<file path="src/rtl/cnt_seq_pkg.sv">
// Shared encodings for the counter sequencing controller.
package cnt_seq_pkg;

  typedef enum logic [1:0] {
    IDLE  = 2'b00,
    RUN   = 2'b01,
    PAUSE = 2'b10
  } state_e;

  localparam logic UP   = 1'b0;
  localparam logic DOWN = 1'b1;

endpackage

</file>
<file path="src/rtl/cnt_core.sv">
// N-bit synchronous up/down counter with parallel load and count enable.
module cnt_core
  import cnt_seq_pkg::*;
#(
  parameter int unsigned N = 4
) (
  input  logic         clk,
  input  logic         rst,
  input  logic         load,
  input  logic [N-1:0] load_val,
  input  logic         en,
  input  logic         dir,
  output logic [N-1:0] q
);

  // Load wins over counting; the count is modulo 2^N.
  always_ff @(posedge clk) begin
    if (rst) begin
      q <= '0;
    end else if (load) begin
      q <= load_val;
    end else if (en) begin
      q <= (dir == DOWN) ? q - N'(1) : q + N'(1);
    end
  end

endmodule

</file>
<file path="src/rtl/cnt_seq_ctrl.sv">
// Start/stop/pause sequencer around cnt_core: run control, terminal detect,
// done pulse and saturating completed-period tally.
module cnt_seq_ctrl
  import cnt_seq_pkg::*;
#(
  parameter int unsigned N  = 4,
  parameter int unsigned PW = 8
) (
  input  logic          clk,
  input  logic          rst,
  input  logic          start,
  input  logic          stop,
  input  logic          pause,
  input  logic          mode_down,
  input  logic          reload,
  input  logic [N-1:0]  limit,
  output logic [N-1:0]  q,
  output logic          busy,
  output logic          paused,
  output logic          done,
  output logic [PW-1:0] periods
);

  state_e       state, state_nxt;
  logic [N-1:0] lim_r;
  logic         down_r;
  logic         reload_r;

  logic [N-1:0] term;
  logic [N-1:0] step_q;
  logic         at_term;
  logic         hit;

  logic         load;
  logic [N-1:0] load_val;
  logic         en;
  logic         done_set;
  logic         per_clr;
  logic         per_one;
  logic         per_inc;
  logic         cfg_latch;

  // Terminal compare against the value the next step would produce.
  assign term    = (down_r == DOWN) ? '0 : lim_r;
  assign step_q  = (down_r == DOWN) ? q - N'(1) : q + N'(1);
  assign at_term = (q == term);
  assign hit     = !at_term && (step_q == term);

  always_ff @(posedge clk) begin
    if (rst) begin
      state <= IDLE;
    end else begin
      state <= state_nxt;
    end
  end

  always_comb begin
    state_nxt = state;
    case (state)
      IDLE:    if (start && (limit != '0)) state_nxt = RUN;
      RUN: begin
        if (stop)                  state_nxt = IDLE;
        else if (pause)            state_nxt = PAUSE;
        else if (hit && !reload_r) state_nxt = IDLE;
      end
      PAUSE: begin
        if (stop)        state_nxt = IDLE;
        else if (!pause) state_nxt = RUN;
      end
      default:           state_nxt = IDLE;
    endcase
  end

  always_comb begin
    busy      = (state == RUN) || (state == PAUSE);
    paused    = (state == PAUSE);
    load      = 1'b0;
    load_val  = '0;
    en        = 1'b0;
    done_set  = 1'b0;
    per_clr   = 1'b0;
    per_one   = 1'b0;
    per_inc   = 1'b0;
    cfg_latch = 1'b0;
    case (state)
      IDLE: begin
        if (start) begin
          cfg_latch = 1'b1;
          load      = 1'b1;
          load_val  = (mode_down == DOWN) ? limit : '0;
          // A zero limit completes immediately without leaving IDLE.
          if (limit == '0) begin
            done_set = 1'b1;
            per_one  = 1'b1;
          end else begin
            per_clr  = 1'b1;
          end
        end
      end
      RUN: begin
        if (!stop && !pause) begin
          if (at_term) begin
            load     = 1'b1;
            load_val = (down_r == DOWN) ? lim_r : '0;
          end else begin
            en = 1'b1;
            if (hit) begin
              done_set = 1'b1;
              per_inc  = 1'b1;
            end
          end
        end
      end
      default: ;
    endcase
  end

  always_ff @(posedge clk) begin
    if (rst) begin
      lim_r    <= '0;
      down_r   <= UP;
      reload_r <= 1'b0;
      done     <= 1'b0;
      periods  <= '0;
    end else begin
      if (cfg_latch) begin
        lim_r    <= limit;
        down_r   <= mode_down;
        reload_r <= reload;
      end
      done <= done_set;
      if (per_clr) begin
        periods <= '0;
      end else if (per_one) begin
        periods <= PW'(1);
      end else if (per_inc && (periods != '1)) begin
        periods <= periods + PW'(1);
      end
    end
  end

  cnt_core #(.N(N)) u_core (
    .clk      (clk),
    .rst      (rst),
    .load     (load),
    .load_val (load_val),
    .en       (en),
    .dir      (down_r),
    .q        (q)
  );

endmodule
</file>
<file path="config.mk">
export PLATFORM = sky130hd
export DESIGN_NAME = cnt_seq_ctrl
export DESIGN_NICKNAME = d
export VERILOG_FILES = /design/src/rtl/cnt_seq_pkg.sv /design/src/rtl/cnt_core.sv /design/src/rtl/cnt_seq_ctrl.sv
export SDC_FILE = /design/constraint.sdc
export NUM_CORES = 1
export LEC_CHECK = 0
export BUFFER_PORTS_ARGS = -buffer_cell sky130_fd_sc_hd__buf_2
export CAP_MARGIN = 20
export CORE_MARGIN = 1
export CORE_UTILIZATION = 55
export CTS_BUF_LIST = sky130_fd_sc_hd__clkbuf_16
export DETAILED_ROUTE_END_ITERATION = 7
export GPL_TIMING_DRIVEN = 0
export HOLD_SLACK_MARGIN = 0.08
export PLACE_DENSITY = 0.82
export SKIP_CTS_REPAIR_TIMING = 1
export SYNTH_ARGS = -nofsm -noshare
export SYNTH_HDL_FRONTEND = slang
export SYNTH_HIERARCHICAL = 1
export SYNTH_SLANG_ARGS = --single-unit
</file>
<file path="constraint.sdc">
create_clock -name clk -period 4.5 [get_ports clk]
set_clock_uncertainty 0.15 [all_clocks]
set_input_delay 0.225 -clock clk [delete_from_list [all_inputs] [get_ports clk]]
set_output_delay 0.225 -clock clk [all_outputs]
set_load 0.05 [all_outputs]
</file>
==> results.md, run 1 <==
* Iter 0 DRT Violations at 36
* Kind of critical path: flop to flop
* Synth async-reset ratio at 0%
* H-tree levels at 1
* Top-area cell type share of the netlist area at 28.31%
* Compound-Gate Fraction of Synth Area at 23.25%
* Gpl congestion at 0.7816
* Max-cap violations at 0
* Most frequent cells in the layout: buf_2, dfxtp_1, nand2_1
* Area of the mapped netlist at 0.001485 mm2
* Period utilization at 69.24%
* Syn Nets at 207
* Final nets at 237
* Critical Path End Type: flop
* Final Hold Fails at 0
* Status: complete, no violations
* Total power at 537.5 uW
* CTS tree: built
* Synth Register Bits at 21
* Clock latency at the later pin of the worst-skew pair at 0.25 ns
* CTS buffer count at 3
* Initial Util at 58.88%
* Clock Tree Root: clkbuf_16
* Die area at 0.002912 mm2
* WP buf/inv at 2
* Largest stage delay, worst path at 0.60 ns
* Synth area leader: dfxtp_1
* Simple-Gate Fraction of Synth Area at 26.45%
* Final Util at 68.50%
* Post-Synth Adder-Cell Area at 10.28%
* Filler instances at 223
* Largest family of logic cells by synthesized area: simple AND/OR/NAND/NOR gates
* Pwr per Cell Area at 311.1 mW/mm2
* Routed WL per cell at 14.66 um
* Grt total ovfl at 0
* Number of global-route vias before repair at 1,291
* Clk sinks at 21
* Antenna cells at 0
* Post-synth EDFFs at 0
* Most common cell after layout, fill and taps aside: buf_2
* Setup tns final at 0 ns
* First-pass GRT wire length at 5575 um
* # rows at 18
* Headroom to the max-slew limit at 66.27%
* Distinct cells, synth at 44
* Die H at 53.97 um
* Worst setup SP type: flop
* Share of cells above drive strength 1 at 17.29%
* Final setup viols at 0
* Global Route Usage Sum at 26.64%
* Hold/Removal Path Class: input port to flop
* Crit path required time at 4.48 ns
* RSZ-0062 raised after global routing: false
* Core area at 0.002522 mm2
* Die width at 53.97 um
* Multiplexer share of the synthesized area at 0.6740%
* Worst path cell trace: fa_1, xor2_1, o21ai_0, a32oi_1, or4_1, buf_2, buf_2, o311ai_1, o41ai_1
* Vias at 1,505
* Xor/xnor share of the synthesized area at 4.718%
* Num ports at 26
* YS warnings at 6
* Synth-to-Final Area Change at 16.34%
* Antenna-violating nets left at 0
* Reg2reg setup slack at 1.38 ns
* CP dominant cell by count: buf_2
* Residual DRC at 0
* Post-synthesis sequential area ratio at 28.31%
* DP HPWL at 2652 um
* Initial antenna violation count at 0
* CP max FO at 12
* Clock slew at reported path FFs at 0.06 ns
* Final wirelength at 3576 um
* Arr. time, crit path at 3.10 ns
* Area contributors post-synth: dfxtp_1, ha_1, a21oi_1
* Via density at 6.168
* PortBufs at 25
* Fmax at 0.3210 GHz
* Post-layout minimum cycle time at 3.116 ns
* Tightest Pin Transition at 0.5040 ns
* DR pass1 iterations at 4
* Delay-heaviest family, CP: compound AO/OA/AOI/OAI gates
* Mapped Cells at 185
* Pins Over Slew Limit at 0
* Largest net degree at the start of global routing at 13
* Syn Area/Cell at 8.028 um2
* Leakage at 0.0006970 uW
* Clk buf depth at 2
* Top FF cell, synth: dfxtp_1
* Worst VDD drop at 0.2806 mV
* Max stage delay cell, worst path: dfxtp_1
## worst register-to-register path, stage by stage, from the launching register on
cell and delay, ns:
dfxtp_1 0.60, fa_1 0.53, xor2_1 0.16, o21ai_0 0.16, a32oi_1 0.11, or4_1 0.51
buf_2 0.18, buf_2 0.19, o311ai_1 0.29, o41ai_1 0.12
## layout make-up
cell class              instances  area, um2  area share (%)
inverters                      12      45.04           2.607
clock buffers                   3      75.07           4.345
clock inverters                 1      5.005          0.2896
flip-flops and latches         21      420.4           24.33
plain buffers                   8      48.80           2.824
well taps                      30      37.54           2.172
repair buffers                 25      125.1           7.241
multi-input cells             144      970.9           56.19
## cell usage after synthesis, types with 3 or more instances
master	count
clkbuf_1	3
nand3_1	6
o31ai_1	4
buf_2	3
nor3b_1	3
or4_1	6
or3_1	3
nand2b_1	6
nor2_1	13
xor2_1	4
dfxtp_1	21
a22o_1	6
nand2_1	20
nand4_1	4
ha_1	9
xnor2_1	4
inv_1	12
o21ai_0	7
a21oi_1	17
## power by group
part | internal (uW) | leakage [uW] | switching [uW]
logic | 52.8 | 0.000485 | 85.7
clock network | 119 | 0.0000409 | 68.0
registers | 196 | 0.000171 | 16.2
total | 368 | 0.000697 | 170
## sequential cells by signal (all words and copies together) (netlist names)
register	count
done	1
reload_r	1
periods	8
state	2
u_core/q	4
down_r	1
lim_r	4
## per-stage QoR
| step | setup slack [ns] | hold slack [ns] | cell area [um2] | cells |
|---|---|---|---|---|
| 6_report | 1.384 | 0.05989 | 1728 | 244 |
| 5_1_grt | 1.228 | 0.09629 | 1728 | 244 |
| 4_1_cts | 1.396 | 0.06159 | 1728 | 244 |
| 3_5_place_dp | 1.421 | 0.3037 | 1648 | 240 |
| 3_3_place_gp | 1.486 | 0.3023 | 1648 | 240 |
| 2_1_floorplan | 1.352 | 0.1441 | 1485 | 185 |
## logic make-up after synthesis
kind of cell / count (synthesis)
AO/OA/AOI/OAI: 50
XOR/XNOR: 8
adder cells (fa/ha/maj): 11
buffers and inverters: 20
flip-flops: 21
multiplexers: 1
AND/OR/NAND/NOR: 74
## routing by layer
layer | vias to the layer above | global-route usage [%] | wire (um)
met3 | 4 | 2.542 | 179
met5 | - | 0 | 0
met2 | 48 | 48.97 | 1851
met4 | 0 | 11.40 | 45
met1 | 721 | 30.70 | 1500
li1 | 732 | - | -
## path summary, 6_finish.rpt
| path | startpoint | depth (start not counted) | to |
|---|---|---|---|
| worst max-delay path | u_core/q[0] | 9 | periods[6] |
| worst min-delay path | reload | 3 | reload_r |
| worst max register to register | u_core/q[0] | 9 | periods[6] |
| worst min register to register | reload_r | 2 | reload_r |
(Power assumes the default switching activity.)
==> inputs of run 2 (changes only) <==
--- a/config.mk
+++ b/config.mk
@@ -8,12 +8,12 @@
 export BUFFER_PORTS_ARGS = -buffer_cell sky130_fd_sc_hd__buf_2
 export CAP_MARGIN = 20
 export CORE_MARGIN = 1
-export CORE_UTILIZATION = 55
+export CORE_UTILIZATION = 50
 export CTS_BUF_LIST = sky130_fd_sc_hd__clkbuf_16
 export DETAILED_ROUTE_END_ITERATION = 7
 export GPL_TIMING_DRIVEN = 0
 export HOLD_SLACK_MARGIN = 0.08
-export PLACE_DENSITY = 0.82
+export PLACE_DENSITY = 0.78
 export SKIP_CTS_REPAIR_TIMING = 1
 export SYNTH_ARGS = -nofsm -noshare
 export SYNTH_HDL_FRONTEND = slang
==> constraint.sdc (replaced) <==
create_clock -name clk -period 2.78 [get_ports clk]
set_clock_uncertainty 0.15 [all_clocks]
set_input_delay 0.139 -clock clk [delete_from_list [all_inputs] [get_ports clk]]
set_output_delay 0.139 -clock clk [all_outputs]
set_load 0.05 [all_outputs]
==> run 2 against run 1 <==
First-iteration DRC count grew to 3.1 times the previous value; largest power group unchanged; worst hold slack better by 0.066 ns; fmax is 11% higher; the run now ends with setup timing left; global-route usage is 2.2 points lower; via count increased by 4.7%; setup slack lost 1.4 ns; largest cell class unchanged; critical path type unchanged; highest routed layer unchanged; wire length is 14% higher; sequential share of layout area down 2.2 points; register-to-register slack got worse by 1.4 ns; sequential power is 60% higher; design area is 13% higher.
==> results.md, run 2 (synthesis gave the netlist of run 1 again) <==
* Critical Path End Type: flop
* CP Launch Point: u_core/q[1]
* Hold Crit Depth at 4
* Share of cells above drive strength 1 at 27.88%
* WHS at 0.1256 ns
* Worst path cell trace: fa_2, xor2_2, o21ai_1, a32oi_2, or4_4, buf_6, or3_1, a311oi_1
* Max reg flops at 8
* DP HPWL at 2687 um
* Pins Over Slew Limit at 0
* Core area at 0.002781 mm2
* Most frequent cells in the layout: buf_2, nand2_1, dfxtp_1
* First-pass GRT wire length at 6216 um
* Comb pwr share at 28.4%
* Status: finished, violations left
* WP buf/inv at 1
* RSZ-0062 raised after global routing: true
* Residual DRC at 0
* Kind of critical path: flop to flop
* Max stage delay cell, worst path: or4_4
* Period utilization at 101.2%
* Vias at 1,576
* Final wirelength at 4089 um
* Final nets at 249
* Leakage at 0.0007777 uW
* Hold path startpoint: pause
* Iter 0 DRT Violations at 112
* Clk sinks at 21
* Clock latency at the later pin of the worst-skew pair at 0.25 ns
* Hold/Removal Path Class: input port to flop
* Pint at 610.9 uW
* Max-cap violations at 0
* Most common cell after layout, fill and taps aside: buf_2
* Worst VDD drop at 0.3371 mV
* Grt total ovfl at 0
* Placed Area at 0.001658 mm2
* Fmax at 0.3554 GHz
* Sequential power share at 37.5%
* Pwr per Cell Area at 461.4 mW/mm2
* Largest net degree at the start of global routing at 13
* Reg2reg setup slack at -0.03 ns
* Largest stage delay, worst path at 0.53 ns
* Worst r2r dst: periods[0]
* Failing checks: setup timing
* CTS tree: built
* CTS buffer count at 3
* Gpl congestion at 0.8828
* Post-layout minimum cycle time at 2.814 ns
* Tightest Pin Transition at 0.5788 ns
* Number of global-route vias before repair at 1,419
* Stages on worst setup path at 8
* Clock network fraction of total power at 34.1%
* Antenna cells at 0
* Initial antenna violation count at 0
* Num ports at 26
* Clk buf depth at 2
* Worst setup SP type: flop
* Setup WS post-layout at -0.03354 ns
* Routed WL per cell at 15.91 um
* Clock Tree Root: clkbuf_16
* Final Cell Area at 0.001958 mm2
* Final Hold Fails at 0
* Critical R2R Launch: u_core/q[1]
* Net Switching at 292.7 uW
* Largest regs: periods (8), lim_r (4), u_core/q (4)
* WHS Endpoint: state[1]
* Headroom to the max-slew limit at 61.06%
* Arr. time, crit path at 2.82 ns
* PortBufs at 25
* Reg2Reg Depth at 8
* Final setup viols at 3
* Die width at 56.50 um
* # rows at 19
* Die H at 56.50 um
* Total power at 903.6 uW
* Global Route Usage Sum at 24.42%
* Biggest register: periods
* Crit path required time at 2.79 ns
* Sw frac at 32.39%
* CP max FO at 8
* Setup tns final at -0.04729 ns
* Clock slew at reported path FFs at 0.06 ns
* Antenna-violating nets left at 0
* Delay-heaviest family, CP: simple AND/OR/NAND/NOR gates
* Initial Util at 53.40%
* DR pass1 iterations at 4
* Die area at 0.003192 mm2
* H-tree levels at 1
* Via density at 6.132
* Synth-to-Final Area Change at 31.85%
run 2: layout make-up:
| class | instances | area (um2) |
|---|---|---|
| multi-input combinational | 144 | 1070 |
| timing repair buffer | 37 | 230.2 |
| fill | 210 | 823.3 |
| tap | 31 | 38.79 |
| inverter | 12 | 45.04 |
| clock inverter | 1 | 5.005 |
| buffer | 8 | 61.31 |
| clock buffer | 3 | 75.07 |
| sequential | 21 | 432.9 |
run 2: power groups by stage:
stage	Clock, uW	Sequential (uW)	Combinational, uW
finish	308	339	256
global route	325	342	278
CTS	311	343	222
detailed placement	0	349	220
global placement	0	347	210
floorplan	0	362	152
run 2: worst max-delay path by stage:
stage / end / slack, ns
floorplan: periods[6] / 0.06
global placement: periods[6] / -0.14
detailed placement: periods[5] / -0.22
CTS: periods[4] / -0.23
global route: periods[0] / -0.10
finish: periods[0] / -0.03
run 2: stage by stage:
stage | util [%] | instances | setup WS (ns)
after floorplan | - | 185 | 0.05999
after global placement | 59.60 | 241 | -0.1412
after detailed placement | 59.60 | 241 | -0.2160
after CTS | 62.48 | 245 | -0.2330
after global routing | 70.40 | 257 | -0.1002
final | 70.40 | 257 | -0.03354
run 2: layer usage:
metal	share of wire, %	GRT usage [%]
met4	2.8	10.45
met5	0	0
met1	43	30.60
met2	51	41.85
met3	3.8	2.995
run 2: tightest hold or removal path, cell delays in order:
cell and delay, ns:
buf_2 0.12, inv_1 0.07, or3_1 0.10, a21oi_1 0.06
